[config.mk]
export PLATFORM = sky130hd
export DESIGN_NAME = pipeline_stall_ctrl
export DESIGN_NICKNAME = d
export VERILOG_FILES = /design/src/rtl/pipeline_stall_ctrl.sv
export SDC_FILE = /design/constraint.sdc
export NUM_CORES = 1
export LEC_CHECK = 0
export BUFFER_PORTS_ARGS = -buffer_cell sky130_fd_sc_hd__buf_2
export CAP_MARGIN = 5
export CELL_PAD_IN_SITES_DETAIL_PLACEMENT = 0
export CELL_PAD_IN_SITES_GLOBAL_PLACEMENT = 1
export CORE_AREA = 2 2 96 70
export DETAILED_ROUTE_END_ITERATION = 12
export DIE_AREA = 0 0 98 72
export PLACE_DENSITY_LB_ADDON = 0.1
export RECOVER_POWER = 100
export SLEW_MARGIN = 20
export SYNTH_ARGS = -nofsm -noshare
export SYNTH_HDL_FRONTEND = slang
export SYNTH_SLANG_ARGS = --single-unit
export TNS_END_PERCENT = 100
[constraint.sdc]
create_clock -name clk -period 5.89 [get_ports clk]
set_input_delay 0 -clock clk [delete_from_list [all_inputs] [get_ports clk]]
set_output_delay 0 -clock clk [all_outputs]
set_load 0.02 [all_outputs]
[src/rtl/pipeline_stall_ctrl.sv]
// Hazard and sequencing controller for the 5-stage pipeline: stall/flush steering,
// multi-cycle multiply/divide busy tracking and a saturating stall-cycle counter.
module pipeline_stall_ctrl #(
    parameter int unsigned MD_LATENCY = 32,
    parameter int unsigned STAT_WIDTH = 32
) (
    input  logic                  clk,
    input  logic                  reset,
    input  logic [4:0]            id_rs,
    input  logic [4:0]            id_rt,
    input  logic                  ex_mem_read,
    input  logic [4:0]            ex_rt,
    input  logic                  ex_branch_taken,
    input  logic                  id_jump,
    input  logic                  id_md_start,
    input  logic                  id_reads_hilo,
    input  logic                  mem_ready,
    input  logic                  clr_stats,
    output logic                  pc_stall,
    output logic                  if_id_stall,
    output logic                  if_id_flush,
    output logic                  id_ex_stall,
    output logic                  id_ex_flush,
    output logic                  ex_mem_stall,
    output logic                  mem_wb_flush,
    output logic                  md_issue,
    output logic                  md_busy,
    output logic                  md_done,
    output logic [STAT_WIDTH-1:0] stall_cycles
);

    localparam int unsigned CNT_W = 6;

    typedef enum logic {
        MD_IDLE = 1'b0,
        MD_RUN  = 1'b1
    } md_state_e;

    md_state_e             md_state_q, md_state_d;
    logic [CNT_W-1:0]      md_cnt_q, md_cnt_d;
    logic [STAT_WIDTH-1:0] stall_q, stall_d;

    logic load_use;
    logic md_hz;
    logic id_hz;

    // Hazard detection for the instruction sitting in ID
    always_comb begin
        load_use = ex_mem_read && (ex_rt != 5'd0) && ((ex_rt == id_rs) || (ex_rt == id_rt));
        md_hz    = (md_state_q == MD_RUN) && (id_md_start || id_reads_hilo);
        id_hz    = load_use || md_hz;
    end

    always_ff @(posedge clk or posedge reset) begin
        if (reset) begin
            md_state_q <= MD_IDLE;
            md_cnt_q   <= '0;
            stall_q    <= '0;
        end else begin
            md_state_q <= md_state_d;
            md_cnt_q   <= md_cnt_d;
            stall_q    <= stall_d;
        end
    end

    // MD next state: the counter runs regardless of memory waits or flushes
    always_comb begin
        md_state_d = md_state_q;
        md_cnt_d   = md_cnt_q;
        case (md_state_q)
            MD_IDLE: begin
                if (md_issue) begin
                    md_state_d = MD_RUN;
                    md_cnt_d   = CNT_W'(MD_LATENCY);
                end
            end
            MD_RUN: begin
                md_cnt_d = md_cnt_q - CNT_W'(1);
                if (md_cnt_q == CNT_W'(1)) begin
                    md_state_d = MD_IDLE;
                end
            end
            default: begin
                md_state_d = MD_IDLE;
                md_cnt_d   = '0;
            end
        endcase
    end

    // Pipeline controls in priority order; everything is forced low during reset
    always_comb begin
        pc_stall     = 1'b0;
        if_id_stall  = 1'b0;
        if_id_flush  = 1'b0;
        id_ex_stall  = 1'b0;
        id_ex_flush  = 1'b0;
        ex_mem_stall = 1'b0;
        mem_wb_flush = 1'b0;
        md_issue     = 1'b0;
        md_busy      = 1'b0;
        md_done      = 1'b0;
        if (!reset) begin
            md_busy = (md_state_q == MD_RUN);
            md_done = (md_state_q == MD_RUN) && (md_cnt_q == CNT_W'(1));
            if (!mem_ready) begin
                pc_stall     = 1'b1;
                if_id_stall  = 1'b1;
                id_ex_stall  = 1'b1;
                ex_mem_stall = 1'b1;
                mem_wb_flush = 1'b1;
            end else if (ex_branch_taken) begin
                if_id_flush = 1'b1;
                id_ex_flush = 1'b1;
            end else if (id_hz) begin
                pc_stall    = 1'b1;
                if_id_stall = 1'b1;
                id_ex_flush = 1'b1;
            end else begin
                if_id_flush = id_jump;
                md_issue    = id_md_start;
            end
        end
    end

    // Saturating stall counter; clear wins over increment
    always_comb begin
        stall_d = stall_q;
        if (clr_stats) begin
            stall_d = '0;
        end else if (pc_stall && (stall_q != '1)) begin
            stall_d = stall_q + STAT_WIDTH'(1);
        end
    end

    assign stall_cycles = stall_q;

endmodule

-- Word level (Yosys, flattened, before mapping)
Index checks and enable logic that the tools add are counted.
- magnitude comparators: 0
- multiply operators: 0
- shift operators: 0
- div/mod/pow operators: 0
- equal/unequal tests: 5
- muxes and demuxes: 26
- bitwise logic cells: 1
- add/subtract/negate cells: 2
- reductions and logical operators: 10
- operators with widths (cell ; count):
    2-to-1 mux 32 bit ; 2
    adder 32 x 1 -> 32 bit, second input constant ; 1
    inequality test 32 bit, second input constant ; 1
    2-to-1 mux 1 bit ; 21
    case mux 6 bit (2 select lines) ; 1
    == test 5 bit ; 2
    == test 6 x 1 -> 1 bit, second input constant ; 1
    2-to-1 mux 6 bit ; 1
    subtractor 6 x 1 -> 6 bit, second input constant ; 1
    logical AND 1 bit ; 5
    nonzero test 5 bit ; 1
    logical OR 1 bit ; 3
    inequality test 2 bit, second input constant ; 1
    case mux 1 bit (2 select lines) ; 1
    nonzero test 2 bit ; 1
    inverter 1 bit ; 1
- bits in latches: 0
- input bits: 24
- flip-flop bits (word level): 39
- memories kept: 0
- word-level logic and storage cells: 47
- memory bits (writable): 0
- output and inout bits: 42
- bits in read-only memories: 0

-- Logic depth before layout (Yosys ltp)
- word-level depth: 11
- mapped depth: 9
- depth with buffers taken out: 7

-- Worst setup path after synthesis
Ideal clock, no wire load.
- path type: reg-to-reg
- start: reg stall_q[0] (netlist: stall_cycles[0])
- end: reg stall_q[29] (netlist: stall_cycles[29])
- stages on the path, launching flop included: 8
- arrival: 2.023 ns
- slack: 3.742 ns
- clock period less this slack: 2.148 ns
- library setup time: 0.125 ns
- required time: 5.765 ns
- path through: dfrtp_1 -> ha_1 -> and4_1 -> buf_2 -> and3_1 -> a211oi_2 -> and4bb_1 -> mux2_4
- cells in the longest elaborated chain, start to end: 3
- elaborated cells between the ends (all ways): 6
- those cells by class: 1 x add/sub; 1 x eq/ne; 2 x mux; 2 x reduce/logical
- RTL lines (what ; RTL line ; text):
    start, declared ; 41 ; logic [STAT_WIDTH-1:0] stall_q, stall_d;
    start signal, assigned ; 62 ; stall_q <= stall_d;
    adder 32 x 1 -> 32 bit / inequality test 32 bit (equally long branches) ; 131, 130 ;
    2-to-1 mux 32 bit / logical AND 1 bit (equally long branches) ; 130 ; end else if (pc_stall && (stall_q != '1)) begin
    2-to-1 mux 32 bit / nonzero test 2 bit (equally long branches) ; - ;
Several ways; a longest one is shown, not always the timed one. The select of a mux whose other input is x is not followed.
A chain may end at the register's enable or synchronous reset.

-- Worst setup path in the final report
- start: reg md_state_q
- end: reg stall_q[21] (netlist: stall_cycles[21])
- cells in the longest elaborated chain, start to end: 8
- RTL lines (what ; RTL line ; text):
    start, declared ; 39 ; md_state_e md_state_q, md_state_d;
    start signal, assigned ; 60 ; md_state_q <= md_state_d;
    logical AND 1 bit ; 50 ; md_hz = (md_state_q == MD_RUN) && (id_md_start || id_reads_hilo);
    logical OR 1 bit ; 51 ; id_hz = load_use || md_hz;
    2-to-1 mux 1 bit ; 114 ; end else if (id_hz) begin
    2-to-1 mux 1 bit ; 111 ; end else if (ex_branch_taken) begin
    2-to-1 mux 1 bit ; 105 ; if (!mem_ready) begin
    2-to-1 mux 1 bit ; 102 ; if (!reset) begin
    logical AND 1 bit ; 130 ;
    nonzero test 2 bit (no line) ; - ;
Every way passes these cells.

==> results by group <==
GRT
  • Gr busiest metal: met2
  • GR met3 Demand/Resource: 4.143%
  • GRT Residual Overflow: 0
  • GR Util met2: 28.69%
  • Largest net degree at the start of global routing: 58
  • Vias in the first global route: 2,211
  • Antenna violations before repair: 0
  • GRT Total Usage: 18.95%
  • Met1 usage: 28.04%
  • First-pass GRT wire length: 10,900 um

Hold path
  • Hold WC Path Type: in -> reg

Timing
  • Post-layout min period: 3.593 ns
  • Slew Limit Fails: 99
  • Slew @ Worst Pin: 2.217 ns
  • Setup TNS: 0 ns
  • Final period util: 61.00%
  • Peak Freq: 278.3 MHz
  • RSZ-0062 raised after global routing: false
  • Setup Skew: 0.009825 ns
  • Final setup violation count: 0
  • Relative slew slack: -47.79%
  • Final hold viol count: 0

Die
  • Initial Util: 41.03%
  • Die W: 98 um
  • Boundary Pins: 66
  • Die footprint: 7056 um2
  • CORE AREA: 6096 um2
  • Row cnt: 24
  • Die Height: 72 um

Setup path
  • CP cell instances: o21ai_0 > nor3_1 > nor2_1 > o21a_1 > clkinvlp_2 > and3_1 > mux2_1
  • Setup crit end kind: register
  • Largest stage delay, worst path: 1.22 ns
  • Critical Path RT: 6.06 ns
  • Slowest cell on crit path: o21a_1
  • Crit-path max FO: 57
  • CP bufs+invs: 1
  • CP arrival: 3.77 ns
  • Setup CP Type: reg -> reg
  • CP Launch Type: register
  • Crit path max-delay family: compound AO/OA/AOI/OAI gates

Synthesis
  • Synth warn: 0
  • Largest family of logic cells by synthesized area: simple AND/OR/NAND/NOR gates
  • Post-Synth Simple-Gate Area: 29.81%
  • Syn Nets: 309
  • Compound-cell area share of the yosys netlist: 16.61%
  • Area leader, netlist: dfrtp_1
  • Ranking of synthesized cells by area: dfrtp_1, o31ai_1, or4_1
  • EDFF count, synth: 0
  • Post-Syn Area: 2501 um2
  • Most common flop cell mapped by yosys: dfrtp_1
  • Post-Synth XOR/XNOR Area: 4.552%
  • Synth unique cells: 41
  • Syn avg cell area: 8.869 um2
  • Post-Synth Adder-Cell Area: 1.501%
  • Async SR Flop Fraction: 100.0%
  • Synth top area share: 39.02%
  • Post-synthesis mux area share: 2.551%
  • Synth Instances: 282
  • Flops & latches, synth: 39
  • Sequential-to-total area share from yosys stat: 39.02%

Clocking
  • Post-CTS setup buffers: 0
  • Post-CTS Hold Buffers: 1
  • Clock tree buffer depth: 2
  • Clock Latency Late Sink: 0.29 ns
  • Clk pin slew, worst setup/hold paths: 0.07 ns
  • CTS resizes: 0
  • CTS H-tree lvls: 2
  • Root buf cell: clkbuf_8
  • CTS buffer count: 5
  • Clock net sink count: 39
  • CTS tree: done

Power
  • Peak supply drop: 0.1468 mV
  • NetSw: 209.7 uW
  • Int Power: 433.3 uW
  • P_leak: 1.085 nW
  • Combinational share of power: 22.1%
  • Clock Power Share: 27.6%
  • Switching Share: 32.61%
  • PwrDens: 226.4 nW/um2
  • Sequential power share: 50.3%

Detailed routing
  • Via count: 2,336
  • Routed WL: 6267 um
  • Antenna Nets Post-Route: 0
  • DR iter-0 viols: 110
  • Vias per Instance: 5.615
  • DR DRC count: 0
  • Drt wl/cell: 15.06 um
  • DRT Pass-1 Iters: 4

Placement
  • Port bufs: 65
  • Placer Congestion: 0.7441
  • Placed instance count: 407
  • Hpwl dp: 4338 um

Final layout
  • # diodes: 0
  • Share of layout cells above drive strength 1: 11.24%
  • Fin nets: 364
  • Fin cells: 416
  • Layout Area Growth over Synthesis: 13.56%
  • FILL cells: 643

Outcome
  • Status: finished, violations left
  • Failing checks: max-capacitance violations, max-slew violations

Run
  • Max cap viols: 2
routing by layer:
layer	wire, um	part of all wire (%)	up-vias
met5	0	0	-
met3	337	5.4	5
met4	42	0.67	0
met2	2669	43	54
met1	3217	51	1107
li1	-	-	1170
sequential cells by signal, summed over array words and instances, names as in the netlist:
name and count:
md_cnt_q 6, stall_cycles 32, md_state_q 1
layout by cell type, fill, tap and decap left out, drive strengths merged, types with 2 or more instances in the layout:
cell,Yosys,layout
dfrtp,39,39
xnor2,2,2
mux2,5,5
or4,22,22
or3,6,6
nor2,17,17
o21a,2,2
xor2,11,11
a21oi,30,30
nand3,18,18
ha,3,3
clkbuf,7,49
nand2b,2,2
and3,8,8
nor2b,5,5
nor3,7,7
o21ai,8,8
and2,5,5
nor4,5,5
nand2,18,18
nand4,7,7
buf,13,25
inv,6,5
and4,4,4
o31ai,23,23
worst register-to-register path: stages (launching register included):
cell and delay, ns:
dfrtp_1 0.47, o21ai_0 0.18, nor3_1 0.08, nor2_1 0.10, o21a_1 1.22, clkinvlp_2 0.77
and3_1 0.35, mux2_1 0.30
area by class of cell:
class | count | area (um2) | share of cell area [%]
well taps | 78 | 97.59 | 3.436
inverters | 6 | 23.77 | 0.8370
repair buffers | 68 | 295.3 | 10.40
multi-input cells | 217 | 1366 | 48.11
clock inverters | 1 | 5.005 | 0.1762
flip-flops and latches | 39 | 975.9 | 34.36
clock buffers | 7 | 76.32 | 2.687
power groups by stage:
stage / logic (mW) / registers, mW / clock network, mW
after floorplan: 0.128 / 0.318 / 0
after global placement: 0.146 / 0.328 / 0
after detailed placement: 0.147 / 0.328 / 0
after CTS: 0.149 / 0.323 / 0.187
after global routing: 0.165 / 0.331 / 0.198
final: 0.142 / 0.323 / 0.178
kinds of logic (layout without fill, tap and decap cells):
logic type,after synthesis,after routing
adders and majority gates,3,3
buffers and inverters,26,82
and+or+nand+nor,130,130
xor gates and xnor gates,13,13
muxes,5,5
DFF,39,39
AOI/OAI and AO/OA,66,66
through the flow:
step                      power [mW]  utilization [%]  worst slack, ns  hold WS [ns]  cell area [um2]
after floorplan               0.4455                -            3.742       0.07811             2501
after global placement        0.4732            46.26            3.423        0.2295             2820
after detailed placement      0.4757            46.26            3.363        0.2288             2820
after CTS                     0.6594            47.76            3.308        0.2164             2912
after global routing          0.6946            46.59            1.884        0.2683             2840
final                         0.6430            46.59            2.297        0.2227             2840
synth_stat cells (2+ instances only):
library cell,number
or3_1,6
xor2_1,11
clkbuf_1,7
nor2_1,17
dfrtp_1,39
mux2_2,2
o31ai_1,23
nor2b_1,5
mux2_4,2
inv_1,5
nand2_1,18
nor3_1,7
buf_6,4
buf_4,3
nand3_1,18
nand2b_1,2
and2_1,5
o21ai_0,7
nor4_1,5
xnor2_1,2
and3_1,8
or4_1,22
nand4_1,7
ha_1,3
and4_1,4
buf_2,6
a21oi_1,30
final timing paths:
check / slack (ns) / startpoint / depth (start not counted) / to
worst max-delay path: 2.30 / md_state_q$_DFF_PP0_ / 7 / stall_cycles[21]$_DFFE_PP0P_
worst min-delay path: 0.22 / ex_branch_taken / 4 / md_cnt_q[2]$_DFFE_PP0P_
worst max register to register: 2.30 / md_state_q$_DFF_PP0_ / 7 / stall_cycles[21]$_DFFE_PP0P_
worst min register to register: 0.48 / md_cnt_q[5]$_DFFE_PP0P_ / 1 / md_cnt_q[5]$_DFFE_PP0P_
max in group asynchronous: 3.48 / reset / 4 / md_cnt_q[5]$_DFFE_PP0P_
min in group asynchronous: 1.15 / reset / 4 / stall_cycles[27]$_DFFE_PP0P_
(Power assumes the default switching activity.)
